`src/rtl/alu_issue_stage.sv`:
```
// Issue stage in front of an external combinational ALU: register file,
// operand forwarding from EX/WB, and EX/WB pipeline registers with backpressure.
module alu_issue_stage #(
  parameter  int W    = 32,
  parameter  int NREG = 8,
  localparam int RI   = $clog2(NREG)
) (
  input  logic          clk,
  input  logic          rst_n,
  input  logic          in_valid,
  output logic          in_ready,
  input  logic [3:0]    in_op,
  input  logic [RI-1:0] in_rd,
  input  logic [RI-1:0] in_rs1,
  input  logic [RI-1:0] in_rs2,
  input  logic [W-1:0]  in_imm,
  input  logic          in_use_imm,
  output logic [W-1:0]  alu_a,
  output logic [W-1:0]  alu_b,
  output logic [3:0]    alu_op,
  input  logic [W-1:0]  alu_y,
  input  logic          alu_zero,
  output logic          wb_valid,
  input  logic          wb_ready,
  output logic [RI-1:0] wb_rd,
  output logic [W-1:0]  wb_data,
  output logic          wb_zero
);

  logic          stall;
  logic          ex_valid;
  logic [3:0]    ex_op;
  logic [W-1:0]  ex_a;
  logic [W-1:0]  ex_b;
  logic [RI-1:0] ex_rd;
  logic [W-1:0]  rf [NREG];
  logic [W-1:0]  opnd_a;
  logic [W-1:0]  opnd_b;

  assign stall    = wb_valid & ~wb_ready;
  assign in_ready = ~stall;

  assign alu_a  = ex_a;
  assign alu_b  = ex_b;
  assign alu_op = ex_op;

  // Youngest producer wins: EX (result still on the ALU) before WB before the file.
  function automatic logic [W-1:0] resolve(
    input logic [RI-1:0] idx,
    input logic [W-1:0]  rf_val,
    input logic          ex_v,
    input logic [RI-1:0] ex_d,
    input logic [W-1:0]  ex_y,
    input logic          wb_v,
    input logic [RI-1:0] wb_d,
    input logic [W-1:0]  wb_y
  );
    if (idx == '0)                resolve = '0;
    else if (ex_v && ex_d == idx) resolve = ex_y;
    else if (wb_v && wb_d == idx) resolve = wb_y;
    else                          resolve = rf_val;
  endfunction

  // NOTE: every output of a combinational block is assigned on every path
  // (here via the function's full if/else chain), so no latch is inferred.
  always_comb begin
    opnd_a = resolve(in_rs1, rf[in_rs1], ex_valid, ex_rd, alu_y,
                     wb_valid, wb_rd, wb_data);
    if (in_use_imm)
      opnd_b = in_imm;
    else
      opnd_b = resolve(in_rs2, rf[in_rs2], ex_valid, ex_rd, alu_y,
                       wb_valid, wb_rd, wb_data);
  end

  // NOTE: state is updated with non-blocking assignments so every register
  // samples pre-edge values, independent of block ordering.
  always_ff @(posedge clk or negedge rst_n) begin
    if (!rst_n) begin
      ex_valid <= 1'b0;
      ex_op    <= '0;
      ex_a     <= '0;
      ex_b     <= '0;
      ex_rd    <= '0;
      wb_valid <= 1'b0;
      wb_rd    <= '0;
      wb_data  <= '0;
      wb_zero  <= 1'b0;
    end else if (!stall) begin
      ex_valid <= in_valid;
      ex_op    <= in_op;
      ex_a     <= opnd_a;
      ex_b     <= opnd_b;
      ex_rd    <= in_rd;
      wb_valid <= ex_valid;
      wb_rd    <= ex_rd;
      wb_data  <= alu_y;
      wb_zero  <= alu_zero;
    end
  end

  // NOTE: the register file is cleared on reset because its contents are
  // architecturally visible afterwards; a reset-less array would read X.
  always_ff @(posedge clk or negedge rst_n) begin
    if (!rst_n) begin
      for (int i = 0; i < NREG; i++) rf[i] <= '0;
    end else if (wb_valid && wb_ready && wb_rd != '0) begin
      rf[wb_rd] <= wb_data;
    end
  end

endmodule

```
`config.mk`:
```
export PLATFORM = sky130hd
export DESIGN_NAME = alu_issue_stage
export DESIGN_NICKNAME = d
export VERILOG_FILES = /design/src/rtl/alu_issue_stage.sv
export SDC_FILE = /design/constraint.sdc
export NUM_CORES = 1
export LEC_CHECK = 0
export CAP_MARGIN = 5
export CORE_ASPECT_RATIO = 1.5
export CORE_UTILIZATION = 52
export DETAILED_ROUTE_END_ITERATION = 10
export HOLD_SLACK_MARGIN = 0.02
export PLACE_DENSITY = 0.77
export SYNTH_ARGS = -nofsm -noshare
export SYNTH_HDL_FRONTEND = slang
export SYNTH_SLANG_ARGS = --single-unit
```
`constraint.sdc`:
```
create_clock -name clk -period 1.6 [get_ports clk]
set_input_delay 0.48 -clock clk [delete_from_list [all_inputs] [get_ports clk]]
set_output_delay 0.48 -clock clk [all_outputs]
set_load 0.05 [all_outputs]
```
**Word level (Yosys, flattened, before mapping)**

Cells that the tools add are included.

- Register bits: 365
- Output and inout port bits: 106
- Logic and storage cells: 57

- Magnitude comparators: 4
- Eq/ne operators: 4
- Multiplexer cells: 16
- Bitwise gates (word level): 6
- Reduce and logical (&&, ||, !) cells: 10

Operators with widths:

| operator | number |
|---|---|
| 32-bit two-way mux | 12 |
| 256-bit bitwise mux | 1 |
| 32-bit binary-select mux with 3-bit select | 2 |
| 32-bit demux with 3-bit select | 1 |
| 3-bit equality test | 4 |
| 4-bit greater-or-equal comparator (second input constant) | 3 |
| 3-bit inverter with 4-bit output | 3 |
| 1-bit logical AND | 7 |
| 3-bit logical NOT | 2 |
| 4-bit by 1-bit less-than comparator with 1-bit output (second input constant) | 1 |
| 3-bit nonzero test | 1 |
| 1-bit inverter | 2 |
| 1-bit AND | 1 |

**Longest topological paths before layout**

Gate-level depths: netlist of the first run.

- Depth after elaboration: 8
- Mapped depth: 8
- Mapped depth without buffers: 5

**Least setup slack after synthesis of the first run**

Ideal clock, no wire load.

- Kind: register -> output
- From: reg wb_valid
- To: out in_ready
- Data arrival time: 1.831 ns
- Required time: 1.120 ns
- Setup slack: -0.711 ns
- Stages on the path, launching flop included: 6
- Cell sequence: dfrtp_1 nor2b_1 buf_2 inv_1 buf_2 buf_1

- Word-level cells in the longest chain between the ends: 2

Ends and longest elaborated chain:

| what | RTL line | text |
|---|---|---|
| start: declaration | 23 | `output logic wb_valid,` |
| start signal: assignment | 95 | `wb_valid <= ex_valid;` |
| 1-bit AND | 40 | `assign stall = wb_valid & ~wb_ready;` |
| 1-bit inverter | 41 | `assign in_ready = ~stall;` |
| end: declaration | 11 | `output logic in_ready,` |

No other way between the ends.

**Final worst setup path of the first run**

- From: reg wb_rd[0]
- To: reg ex_a[16], in the netlist alu_a[16]

- Word-level cells in the longest chain between the ends: 5

Ends and longest elaborated chain:

| what | RTL line | text |
|---|---|---|
| start: declaration | 25 | `output logic [RI-1:0] wb_rd,` |
| start signal: assignment | 96 | `wb_rd <= ex_rd;` |
| 3-bit equality test | 60 | `else if (wb_v && wb_d == idx) resolve = wb_y;` |
| 1-bit logical AND | 60 |  |
| 32-bit two-way mux | 60 |  |
| 32-bit two-way mux | 59 | `else if (ex_v && ex_d == idx) resolve = ex_y;` |
| 32-bit two-way mux | 58 | `if (idx == '0) resolve = '0;` |
| end signal: assignment | 92 | `ex_a <= opnd_a;` |
| end: declaration | 33 | `logic [W-1:0] ex_a;` |

No other way between the ends.
A chain may end at the register's enable or synchronous reset.

==> results of run 1 <==
-- what timing repair did --
item / 4_1_cts / 5_1_grt
pin swaps: 33 / 13
gates resized for setup: 200 / 295
gates cloned: 18 / 11
hold buffers: 1 / 0
setup endpoints to repair: 350 / 398
hold endpoints to repair: 24 / 0
buffers inserted: 64 / 50
-- stage by stage --
stage / std cells / hold WS [ns] / setup slack (ns)
2_1_floorplan: 1499 / 0.1844 / -0.1756
3_3_place_gp: 2116 / 0.3790 / -0.6432
3_5_place_dp: 2116 / 0.3783 / -0.6790
4_1_cts: 2257 / 0.4161 / -0.2188
5_1_grt: 2305 / 0.4423 / -0.7685
6_report: 2307 / 0.4179 / -0.7264
-- critical path: stages (launching register included) --
cell,delay (ns)
dfrtp_2,0.54
buf_6,0.19
xnor2_4,0.17
nand4_4,0.15
buf_6,0.17
buf_12,0.16
a211oi_1,0.61
a221o_1,0.25
-- area by class of cell --
type	count	area, um2
multi-input cells	1004	10230
flip-flops and latches	333	8384
repair buffers	488	6724
fillers	1470	6561
clock buffers	57	1101
well taps	420	525.5
clock inverters	2	10.01
inverters	1	6.256
diodes	2	5.005
-- routing by layer --
layer	vias up	wire length [um]	track usage, %	part of all wire [%]
li1	6268	-	-	-
met1	8348	25660	42.96	32
met2	1807	36810	62.63	45
met3	665	10300	9.253	13
met4	2	8331	32.95	10
met5	-	13	0	0.016
-- flip-flops by register name, indices dropped and copies added (netlist names) --
register,cells
wb_rd,3
alu_a,32
alu_b,32
wb_zero,1
alu_op,4
ex_rd,3
wb_data,32
rf,224
ex_valid,1
wb_valid,1
-- cell usage after synthesis (all sizes together) (3+ instances only) --
library cell  instances
mux2                224
nor3                  3
o221ai               64
clkbuf               40
a211oi               64
nand2b                5
a211o                32
nand2               167
dfrtp               333
xnor2                12
nor3b                32
nand4                 3
a221o                32
a311oi               32
nor2                136
mux4                 32
mux2i               128
a21oi                32
buf                 121
-- cells by family after synthesis --
logic type | count (synthesis)
buf+inv | 162
flops | 333
simple gates | 352
xor+xnor | 12
mux | 384
compound gates | 256
-- worst paths after layout --
check	from	to	slack [ns]	cells after the start
setup / recovery	wb_rd[0]	alu_a[16]	-0.73	7
hold / removal	rst_n	alu_b[5]	0.42	2
setup reg to reg	wb_rd[0]	alu_a[16]	-0.73	7
hold reg to reg	rf[199]	rf[199]	0.54	1
max in group asynchronous	rst_n	alu_a[0]	0.47	3
min in group clk	in_op[2]	alu_op[2]	0.50	3
-- where the power goes --
group	internal, mW	switching (mW)	total, mW	leakage (nW)
logic	11.0	9.63	20.7	7.42
clock network	4.69	3.61	8.29	0.547
registers	11.9	4.10	16.0	4.07
==> flow_summary.ini, run 1 <==
[synth]
synth_flop_cell = dfrtp_1
synth_xor_area_share_pct = 0.6317
synthSimpleGateAreaFrac_pct = 8.479
netlist-cell-type-count = 38
syn_area_per_cell_um2 = 11.89
synth-compound-area-share_pct = 13.79
async_flop_share_pct = 100.0
synth_seq_area_share_pct = 46.75
synth_largest_area_cell = dfrtp_1
synth_top_family_by_area = multiplexers
ys_ff_latch = 333
synth_edf_count = 0
syn_area_um2 = 17830
synth_adder_area_share_pct = 0
netlist_instances = 1499
synth_area_leaders = dfrtp_1 47%, mux2_2 11%, mux2i_1 7.2%
yosysTopAreaCellShare_pct = 46.75
ys_warn_count = 0
synth_mux_area_share_pct = 25.38
syn_nets = 1582

[clocking]
cts_tree = done
path_clk_slew_ns = 0.07
cts_root_buf = clkbuf_16
cts_made_buffers = 34
cts.sinks = 333
htree_levels = 2
insertion_delay_ns = 0.55
cts_max_path_buffers = 3

[run]
maxCapViolations = 0

[sta]
rsz0062_at_grt = true
fin_tns_setup_ns = -110.87
fin_crit_sh_pct = 145.4
drv_slew = 0
tightest_slew_ns = 0.9486
setup_slack_ns = -0.7264
finClkSkew_ns = 0.01601
final.min_clock_period_ns = 2.326
setup_viol = 363
clock.fmax_mhz = 429.8
relSlewSlack_pct = 36.76
finalHoldViolCount = 0

[placed_design]
portBuffers = 188
gp_congestion = 0.8458
hpwl_um = 36070
dpl_cell_area_um2 = 22500

[global_routing]
grt-ovfl-total = 0
antenna_found_initial = 2
grt_pass1_wl_um = 101900
track_usage_pct = 38.71
grt_pass1_vias = 16780
grt_max_degree = 64

[worst_setup_path]
crit_path_max_fanout = 9
critPathRequiredTime_ns = 2.07
startpoint_type = flip-flop
endpoint_kind = flip-flop
worstSetupPathType = flip-flop to flip-flop
arrival_ns = 2.80

[layout]
drive_above_1_share_pct = 49.18
fin_area_um2 = 26990
final_common_cell = dfrtp_1
utilization_pct = 80.44
synthToLayoutAreaGrowth_pct = 51.40
final_cell_mix = 292 x dfrtp_1, 218 x mux2_4, 180 x buf_12, 163 x nand2_1, 163 x buf_4
nets = 1945

[floorplanning]
io_pins = 189
fp.dieW_um = 153.2
core_area_um2 = 33550
die_area_um2 = 35040
rows = 82
start_util_pct = 53.13
die_y_um = 228.8

[power]
finalPower_mw = 44.94
p_per_area_nw_per_um2 = 1665
max-vdd-ir-drop_v = 0.001302
p_leak_nw = 12.04

[detailed_routing]
vias_per_cell = 7.408
detail_route.iter0.violations = 2273
drt_first_pass_iters = 6
drc_errors = 0
vias = 17090
routedWlPerCell_um = 35.16
antenna_left = 0
wl_um = 81110

[status]
violations = setup timing
outcome = finished with violations

[min_path]
hold_class = primary input to asynchronous set/reset pin
(Power assumes the default switching activity.)
==> run 2: changes to the inputs <==
--- a/config.mk
+++ b/config.mk
@@ -11,6 +11,7 @@
 export DETAILED_ROUTE_END_ITERATION = 10
 export HOLD_SLACK_MARGIN = 0.02
 export PLACE_DENSITY = 0.77
+export SKIP_LAST_GASP = 1
 export SYNTH_ARGS = -nofsm -noshare
 export SYNTH_HDL_FRONTEND = slang
 export SYNTH_SLANG_ARGS = --single-unit
==> run 2 against run 1 <==
  * The run still ends with setup timing left
  * Sequential share of layout area increased by 0.16 points
  * Sequential power about the same
  * Clock skew increased by 0.0063 ns
  * Power decreased by 0.28%
  * Fmax decreased by 0.65%
  * Via count increased by 0.81%
  * Die area unchanged
  * Critical path type unchanged
  * Routed wire length increased by 1.9%
  * Largest cell class unchanged
==> flow_summary.ini, run 2 (synthesis gave the netlist of run 1 again) <==
[placed_design]
placedCellCount = 2116
portBuffers = 188
hpwl_um = 36070
gp_congestion = 0.8458
dpl_cell_area_um2 = 22500

[detailed_routing]
drt_first_pass_iters = 8
detail_route.iter0.violations = 2540
wl_met2_um = 36830
drc_errors = 0
antenna_left = 0
vias_per_cell = 7.458
top_layer_used = met5
routedWlPerCell_um = 35.76
wl_um = 82620
dr_wl_met3_um = 10800
vias = 17230
wl_met1_um = 25940

[worst_setup_path]
startpoint_type = flip-flop
crit_path_top_delay_cell = a211oi_1
critPathRequiredTime_ns = 2.07
crit_buf_inv = 0
arrival_ns = 2.81
endpoint_kind = flip-flop
worstSetupPathType = flip-flop to flip-flop
cpMostUsedCell = a211oi_1
rrSetupSlack_ns = -0.74
slowest_delay_ns = 0.96
path_delay_family = compound AO/OA/AOI/OAI gates
crit_path_max_fanout = 3
worstPathCellList = mux2i_1, a211oi_1, a21oi_1, a211oi_1, a221o_1

[layout]
largest_reg_flops = 224
final_cell_mix = 295 x dfrtp_1, 201 x mux2_4, 180 x buf_12, 166 x buf_4, 164 x nand2_1
final_common_cell = dfrtp_1
utilization_pct = 79.99
top_register = rf
fin_area_um2 = 26840
nFillCells = 1495
drive_above_1_share_pct = 49.13
nets = 1949
fin_cells = 2310
synthToLayoutAreaGrowth_pct = 50.55

[global_routing]
track_usage_pct = 37.23
grt_pass1_wl_um = 98780
antenna_found_initial = 1
grt-ovfl-total = 0
grt_pass1_vias = 16500
grt_max_degree = 64

[sta]
fin_crit_sh_pct = 146.4
setup_slack_ns = -0.7417
final.min_clock_period_ns = 2.342
relSlewSlack_pct = 30.27
drv_slew = 0
rsz0062_at_grt = true
finalHoldViolCount = 0
finClkSkew_ns = 0.02231
hold_ws_ns = 0.4164
clock.fmax_mhz = 427.0
setup_viol = 360
tightest_slew_ns = 1.040
fin_tns_setup_ns = -86.38

[run]
maxCapViolations = 0

[clocking]
cts_tree = done
insertion_delay_ns = 0.55
cts_made_buffers = 34
htree_levels = 2
cts_root_buf = clkbuf_16
cts.sinks = 333
path_clk_slew_ns = 0.07
cts_max_path_buffers = 3

[floorplanning]
fp.dieW_um = 153.2
die_area_um2 = 35040
rows = 82
core_area_um2 = 33550
start_util_pct = 53.13
die_y_um = 228.8
io_pins = 189

[status]
outcome = finished with violations
violations = setup timing

[power]
p_per_area_nw_per_um2 = 1670
max-vdd-ir-drop_v = 0.001230
p_leak_nw = 11.98

[min_path]
hold_class = primary input to asynchronous set/reset pin
## run 2: cell count changes in the layout (fill, tap and decap cells not counted), moves of 2 or more
cell and delta:
a211oi_1 +6, a211oi_2 -4, a211oi_4 -2, buf_4 +3
dfrtp_1 +3, dfrtp_2 -3, mux2_2 +17, mux2_4 -17
nor2_1 -9, nor2_2 +15, nor2_4 -6, nor3b_2 +8
nor3b_4 -8
## run 2: layout make-up
cell class	count	area (um2)	share of cell area [%]
Tap cell	420	525.5	1.958
Timing Repair Buffer	492	6759	25.19
Inverter	1	6.256	0.02331
Sequential cell	333	8381	31.23
Multi-Input combinational cell	1004	10050	37.46
Antenna cell	1	2.502	0.009324
Clock inverter	2	10.01	0.03730
Clock buffer	57	1101	4.103
## run 2: repair_timing
| action | CTS | global route |
|---|---|---|
| hold endpoints to repair | 24 | 0 |
| setup buffers | 64 | 51 |
| gates cloned | 18 | 15 |
| pin swaps | 32 | 15 |
| gates resized for setup | 156 | 295 |
| hold buffers | 1 | 0 |
| endpoints found under the setup margin | 350 | 372 |
## run 2: final timing paths
| check | end | start | cells after the start |
|---|---|---|---|
| worst max-delay path | alu_a[20] | rf[148] | 5 |
| min in group clk | wb_zero | alu_zero | 3 |
| max in group asynchronous | wb_data[25] | rst_n | 3 |
| worst min-delay path | ex_rd[1] | rst_n | 2 |
| worst max register to register | alu_a[20] | rf[148] | 5 |
| worst min register to register | rf[199] | rf[199] | 1 |
## run 2: power breakdown
group	total [mW]	switching, mW	internal, mW
clock network	8.27	3.59	4.68
registers	16.0	4.09	11.9
logic	20.6	9.69	10.9
## run 2: through the flow
step	power, mW	setup WS (ns)
detailed placement	30.46	-0.6790
global route	45.56	-0.7906
floorplan	23.58	-0.1756
CTS	39.75	-0.2188
finish	44.81	-0.7417
global placement	29.68	-0.6432
## run 2: metal layers
metal / up-vias / global-route usage [%]
met4: 2 / 30.21
met3: 751 / 7.793
met5: - / 0
met1: 8334 / 42.09
li1: 6274 / -
met2: 1867 / 60.89
## run 2: worst register-to-register path, stage by stage, from the launching register on
cell and delay (ns):
dfrtp_1 0.43, mux2i_1 0.31, a211oi_1 0.96, a21oi_1 0.11, a211oi_1 0.30, a221o_1 0.16
